**config.mk**
```make
export PLATFORM = sky130hd
export DESIGN_NAME = instr_fetch
export DESIGN_NICKNAME = d
export VERILOG_FILES = /design/src/rtl/instr_fetch_pkg.sv /design/src/rtl/instr_fetch_next_pc_calc.sv /design/src/rtl/instr_fetch.sv
export SDC_FILE = /design/constraint.sdc
export NUM_CORES = 1
export LEC_CHECK = 0
export ABC_CLOCK_PERIOD_IN_PS = 3200
export CORE_MARGIN = 2
export CORE_UTILIZATION = 30
export DETAILED_ROUTE_END_ITERATION = 8
export PLACE_DENSITY = 0.54
export SLEW_MARGIN = 40
export SYNTH_ARGS = -nofsm -noshare
export SYNTH_HDL_FRONTEND = slang
export SYNTH_SLANG_ARGS = --single-unit
```
**constraint.sdc**
```tcl
create_clock -name clock -period 3.2 [get_ports clock]
set_input_delay 0.48 -clock clock [delete_from_list [all_inputs] [get_ports clock]]
set_output_delay 0.48 -clock clock [all_outputs]
set_load 0.02 [all_outputs]
```
**src/rtl/instr_fetch_pkg.sv**
```systemverilog
// Shared constants and fetch-state encoding for the 16-bit core front end.
package instr_fetch_pkg;

  localparam logic [15:0] NOP_WORD    = 16'h0020;
  localparam logic [3:0]  OP_BCOND    = 4'b1100;
  localparam logic [3:0]  OP_JCOND_HI = 4'b0100;
  localparam logic [3:0]  OP_JCOND_LO = 4'b1100;
  localparam logic [3:0]  COND_NEVER  = 4'b1111;

  typedef enum logic [1:0] {
    FETCH = 2'd0,
    WAIT  = 2'd1,
    ISSUE = 2'd2
  } fetch_state_e;

  function automatic logic [15:0] sext8(input logic [7:0] v);
    return {{8{v[7]}}, v};
  endfunction

endpackage

```
**src/rtl/instr_fetch_next_pc_calc.sv**
```systemverilog
// Next-PC selection for a retiring instruction: sequential, PC-relative branch or register jump.
module next_pc_calc
  import instr_fetch_pkg::*;
(
  input  logic [15:0] pc,
  input  logic [15:0] decoded,
  input  logic [15:0] jump_target,
  output logic [15:0] next_pc,
  output logic        redirect
);

  logic branch_taken;
  logic jump_taken;

  // A failed condition arrives here already turned into a NOP, so only the
  // "never" condition code has to be filtered out of the branch form.
  assign branch_taken = (decoded[15:12] == OP_BCOND) && (decoded[11:8] != COND_NEVER);
  assign jump_taken   = (decoded[15:12] == OP_JCOND_HI) && (decoded[7:4] == OP_JCOND_LO);
  assign redirect     = branch_taken | jump_taken;

  always_comb begin
    next_pc = pc + 16'd1;
    if (branch_taken) begin
      next_pc = pc + sext8(decoded[7:0]);
    end else if (jump_taken) begin
      next_pc = jump_target;
    end
  end

endmodule

```
**src/rtl/instr_fetch.sv**
```systemverilog
// Instruction fetch unit: PC sequencing and req/ack instruction memory fetch.
// Optional one-word prefetch buffer enabled by defining INSTR_FETCH_PREFETCH_EN.
module instr_fetch
  import instr_fetch_pkg::*;
#(
  parameter logic [15:0] RESET_PC = 16'h0000,
  parameter logic [15:0] NOP_WORD = instr_fetch_pkg::NOP_WORD
) (
  input  logic        clock,
  input  logic        reset,
  output logic        mem_req,
  output logic [15:0] mem_addr,
  input  logic        mem_ack,
  input  logic [15:0] mem_rdata,
  output logic [15:0] instr,
  output logic        instr_valid,
  input  logic        stall,
  input  logic [15:0] decoded,
  output logic [3:0]  jump_reg,
  input  logic [15:0] jump_target,
  output logic [15:0] pc
);

  fetch_state_e state, state_d;
  logic [15:0]  fetch_addr, fetch_addr_d;
  logic [15:0]  pc_d, instr_d;
  logic         valid_d;
  logic         req;
  logic [15:0]  next_pc;
  logic         redirect;

`ifdef INSTR_FETCH_PREFETCH_EN
  logic        pf_valid, pf_valid_d;
  logic [15:0] pf_word, pf_word_d;
  logic        drop, drop_d;
  logic [15:0] pc_inc;

  assign pc_inc = pc + 16'd1;
`endif

  assign jump_reg = decoded[3:0];
  assign mem_req  = req & ~reset;

  next_pc_calc u_next_pc_calc (
    .pc          (pc),
    .decoded     (decoded),
    .jump_target (jump_target),
    .next_pc     (next_pc),
    .redirect    (redirect)
  );

  always_comb begin
    // NOTE: every output of this block gets a default first so no path leaves a latch.
    state_d      = state;
    fetch_addr_d = fetch_addr;
    pc_d         = pc;
    instr_d      = instr;
    valid_d      = instr_valid;
    req          = 1'b0;
    mem_addr     = fetch_addr;
`ifdef INSTR_FETCH_PREFETCH_EN
    pf_valid_d   = pf_valid;
    pf_word_d    = pf_word;
    drop_d       = drop;
`endif
    unique case (state)
      FETCH: begin
        req     = 1'b1;
        state_d = WAIT;
      end
      WAIT: begin
        req = 1'b1;
`ifdef INSTR_FETCH_PREFETCH_EN
        // A redirected prefetch keeps its original address until it completes.
        if (drop) mem_addr = pc_inc;
        if (mem_ack && drop) begin
          drop_d  = 1'b0;
          state_d = FETCH;
        end else if (mem_ack) begin
`else
        if (mem_ack) begin
`endif
          instr_d = mem_rdata;
          valid_d = 1'b1;
          pc_d    = fetch_addr;
          state_d = ISSUE;
        end
      end
      ISSUE: begin
`ifdef INSTR_FETCH_PREFETCH_EN
        req      = ~pf_valid;
        mem_addr = pc_inc;
        if (req && mem_ack) begin
          pf_valid_d = 1'b1;
          pf_word_d  = mem_rdata;
        end
        if (!stall) begin
          fetch_addr_d = next_pc;
          pf_valid_d   = 1'b0;
          instr_d      = NOP_WORD;
          valid_d      = 1'b0;
          state_d      = FETCH;
          if (redirect) begin
            if (req && !mem_ack) begin
              drop_d  = 1'b1;
              state_d = WAIT;
            end
          end else if (pf_valid || mem_ack) begin
            instr_d = pf_valid ? pf_word : mem_rdata;
            valid_d = 1'b1;
            pc_d    = next_pc;
            state_d = ISSUE;
          end else begin
            // The pending prefetch already targets the sequential address.
            state_d = WAIT;
          end
        end
`else
        if (!stall) begin
          fetch_addr_d = next_pc;
          instr_d      = NOP_WORD;
          valid_d      = 1'b0;
          state_d      = FETCH;
        end
`endif
      end
      default: state_d = FETCH;
    endcase
  end

  always_ff @(posedge clock) begin
    // NOTE: registers are updated with non-blocking assignments so every flop samples pre-edge values.
    if (reset) begin
      state       <= FETCH;
      fetch_addr  <= RESET_PC;
      pc          <= RESET_PC;
      instr       <= NOP_WORD;
      instr_valid <= 1'b0;
`ifdef INSTR_FETCH_PREFETCH_EN
      pf_valid    <= 1'b0;
      pf_word     <= NOP_WORD;
      drop        <= 1'b0;
`endif
    end else begin
      state       <= state_d;
      fetch_addr  <= fetch_addr_d;
      pc          <= pc_d;
      instr       <= instr_d;
      instr_valid <= valid_d;
`ifdef INSTR_FETCH_PREFETCH_EN
      pf_valid    <= pf_valid_d;
      pf_word     <= pf_word_d;
      drop        <= drop_d;
`endif
    end
  end

endmodule

```
==> impl_metrics.py, run 1 <==
metrics = {
    "status": {
        "status": "complete, no violations",
    },
    "pwr": {
        "p_leak_nw": 1.69,
        "peakVddDrop_mv": 0.167,
        "cellPowerDensity_nw_per_um2": 318,
    },
    "clocking": {
        "cts_root_buffer": "clkbuf_8",
        "clock_sinks": 51,
        "clock_latency_ns": 0.31,
        "ctsHtreeMaxLevel": 2,
        "cts_made_buffers": 5,
        "clkTransAtPathRegs_ns": 0.11,
        "cts_hold_buf": 0,
        "cts_resized": 0,
        "cts.path.max_buffers": 2,
        "cts_tree": "done",
        "cts_setup_buffers": 0,
    },
    "grt": {
        "grt_remaining_overflow": 0,
        "grt_pass1_wl_mm": 16.7,
        "grt_pass1_vias": 3285,
        "grt_max_degree": 33,
        "antenna_found_initial": 0,
        "grt_use_total_pct": 18.2,
    },
    "floorplan": {
        "fp.coreArea_sq_um": 10300,
        "io_pins": 106,
        "fp.dieH_microns": 107,
        "initial_core_util_pct": 30.8,
        "chipWidth_microns": 107,
        "die_area_sq_um": 11400,
        "rows": 37,
    },
    "final_layout": {
        "layout_commonest_cell": "clkdlybuf4s50_1",
        "nets": 573,
        "antennaDiodeCount": 0,
        "most-common-layout-cells": "105 x clkdlybuf4s50_1, 51 x dfxtp_1, 49 x nand2_1",
        "drive_above_1_share_pct": 5.35,
        "syn2layout_area_growth_pct": 40.3,
        "fill_cells": 1063,
        "postLayoutCellArea_sq_um": 4460,
    },
    "min_path": {
        "hold_depth": 2,
        "hold_path.class": "flip-flop to flip-flop",
        "worstHoldEndpoint": "instr_valid",
        "worstHoldStart": "instr_valid",
    },
    "critical_path": {
        "crit_path_end_kind": "flip-flop",
        "crit_required_ns": 3.40,
        "r2r_slack_ns": 0.65,
        "r2r_start": "pc[0]",
        "cp-start-kind": "input pin",
        "r2r-end": "mem_addr[12]",
        "r2r_cells": 8,
        "arrival_ns": 2.95,
        "crit_type": "input pin to flip-flop",
        "critPathMaxFanout": 3,
    },
    "route": {
        "first_pass_iters": 4,
        "finalWirelength_mm": 10.2,
        "ant_nets": 0,
        "drc": 0,
        "viasPerCell": 5.20,
        "vias": 3334,
        "wl_per_cell_microns": 15.9,
        "first_iter_violations": 152,
    },
    "place": {
        "placed_cell_area_sq_um": 4350,
        "place_congestion": 0.860,
        "portBuffers": 105,
        "hpwl_mm": 7.53,
    },
    "synthesis": {
        "synth-async-reset-ratio_pct": 0,
        "synthesis.area_sq_um": 3180,
        "ys.flop_type": "dfxtp_1",
        "syn_nets": 480,
        "syn_avg_cell_area_sq_um": 7.74,
        "seq_area_frac_synth_pct": 32.1,
        "ys_ff_latch": 51,
        "synth_cell_types": 53,
        "yosysWarnings": 0,
        "synth_enable_flop_cells": 0,
        "syn_inst": 411,
    },
    "timing": {
        "post-route-min-period_ns": 2.75,
        "fin_skew_ns": 0.00619,
        "fin_setup_tns_ns": 0,
        "final_hold_viol_count": 0,
        "rsz0062_at_grt": "no",
        "clock.fmax_mhz": 364,
        "setup_violations": 0,
        "max_slew_margin_pct": 50.5,
        "tightest_slew_ns": 0.742,
        "finalCritPeriodShare_pct": 85.9,
        "drv_slew": 0,
    },
    "run": {
        "max-cap-violations": 0,
    },
}
==> report_power, final <==
group | leakage [nW] | switching [mW] | total (mW) | internal (mW)
combinational | 1.22 | 0.134 | 0.270 | 0.136
clock | 0.0548 | 0.246 | 0.482 | 0.236
sequential | 0.413 | 0.0147 | 0.668 | 0.653
total | 1.69 | 0.395 | 1.42 | 1.03
==> cell families (layout without fill, tap and decap cells) <==
| logic type | Yosys count | after routing | synth area share (%) |
|---|---|---|---|
| buffers and inverters | 38 | 132 | 5.55 |
| AND/OR/NAND/NOR | 151 | 151 | 21.9 |
| adder cells (fa/ha/maj) | 17 | 17 | 6.92 |
| AO/OA/AOI/OAI | 129 | 129 | 26.5 |
| multiplexers | 3 | 3 | 0.983 |
| flip-flops | 51 | 51 | 32.1 |
| XOR/XNOR | 22 | 22 | 6.06 |
==> through the flow <==
stage | std cells | worst slack (ns) | util [%] | hold slack [ns] | power [mW]
final | 641 | 0.451 | 43.2 | 0.464 | 1.42
after global routing | 641 | 0.307 | 43.2 | 0.507 | 1.49
after CTS | 641 | 0.427 | 43.2 | 0.468 | 1.44
after detailed placement | 633 | 0.0979 | 42.1 | 0.452 | 0.954
after global placement | 633 | 0.115 | 42.1 | 0.451 | 0.951
after floorplan | 411 | 0.619 | - | 0.496 | 0.816
==> flip-flops by register name, summed over array words and instances, names as in the netlist <==
signal       flops
instr           16
state            2
mem_addr        16
instr_valid      1
pc              16
==> synth_stat cells, drive strengths merged (2+ instances only) <==
cell type  number  share of area [%]
ha             16                6.3
a31o            2               0.55
xor2            9                2.5
buf            10                2.2
nor2           45                5.3
dfxtp          51                 32
a21o            9                2.1
nand3b          2               0.47
o211ai          5                1.2
o21a            3               0.71
or3             2               0.39
o21ai          19                3.0
nand4           5               0.98
nor3           15                2.4
o2111ai         2               0.55
and3            6                1.2
nand2b          2               0.39
nand3          11                1.7
a211oi         14                3.6
a221oi          2               0.75
and2            2               0.39
inv             7               0.83
a311oi          2               0.55
xnor2          13                3.6
o21bai          3               0.71
a22oi          15                3.5
clkbuf         21                2.5
a31oi           5               0.98
a21oi          42                6.6
nor3b           4                1.1
nand2          49                5.8
mux2i           2               0.63
nor4            4               0.79
==> worst max-delay path by stage <==
stage | start | end | slack, ns
floorplan | decoded[0] | mem_addr[12] | 0.62
global placement | decoded[0] | mem_addr[12] | 0.11
detailed placement | decoded[0] | mem_addr[12] | 0.1
CTS | decoded[0] | mem_addr[12] | 0.43
global route | decoded[0] | mem_addr[12] | 0.31
finish | decoded[0] | mem_addr[12] | 0.45
==> routing by layer <==
metal | vias to the layer above | part of all wire (%) | global-route usage (%)
li1 | 1674 | - | -
met1 | 1546 | 48 | 25.3
met2 | 105 | 43 | 28.3
met3 | 9 | 7.8 | 4.62
met4 | 0 | 1.1 | 3.90
met5 | - | 0 | 0
==> cell type report <==
cell class,count,area (sq um),share of cell area (%)
multi-input cells,322,1990,44.6
clock buffers,5,68.8,1.54
inverters,7,26.3,0.589
repair buffers,117,1140,25.6
well taps,136,170,3.81
flip-flops and latches,51,1020,22.9
clock inverters,3,46.3,1.04
==> critical path, cell delays in order <==
cell and delay [ns]:
clkdlybuf4s50_1 0.42, ha_1 0.24, fa_1 0.43, a211o_1 0.34, a211oi_2 0.23, o31a_1 0.22, mux2_1 0.33, a31oi_1 0.17
a21oi_1 0.08
Power figures use the tool's default switching activity.
==> run 2, diff against run 1 <==
- SKIP_CTS_REPAIR_TIMING: not set -> 1
==> results of run 2 <==
The final DEF is identical to that of run 1; final timing and power are the same.
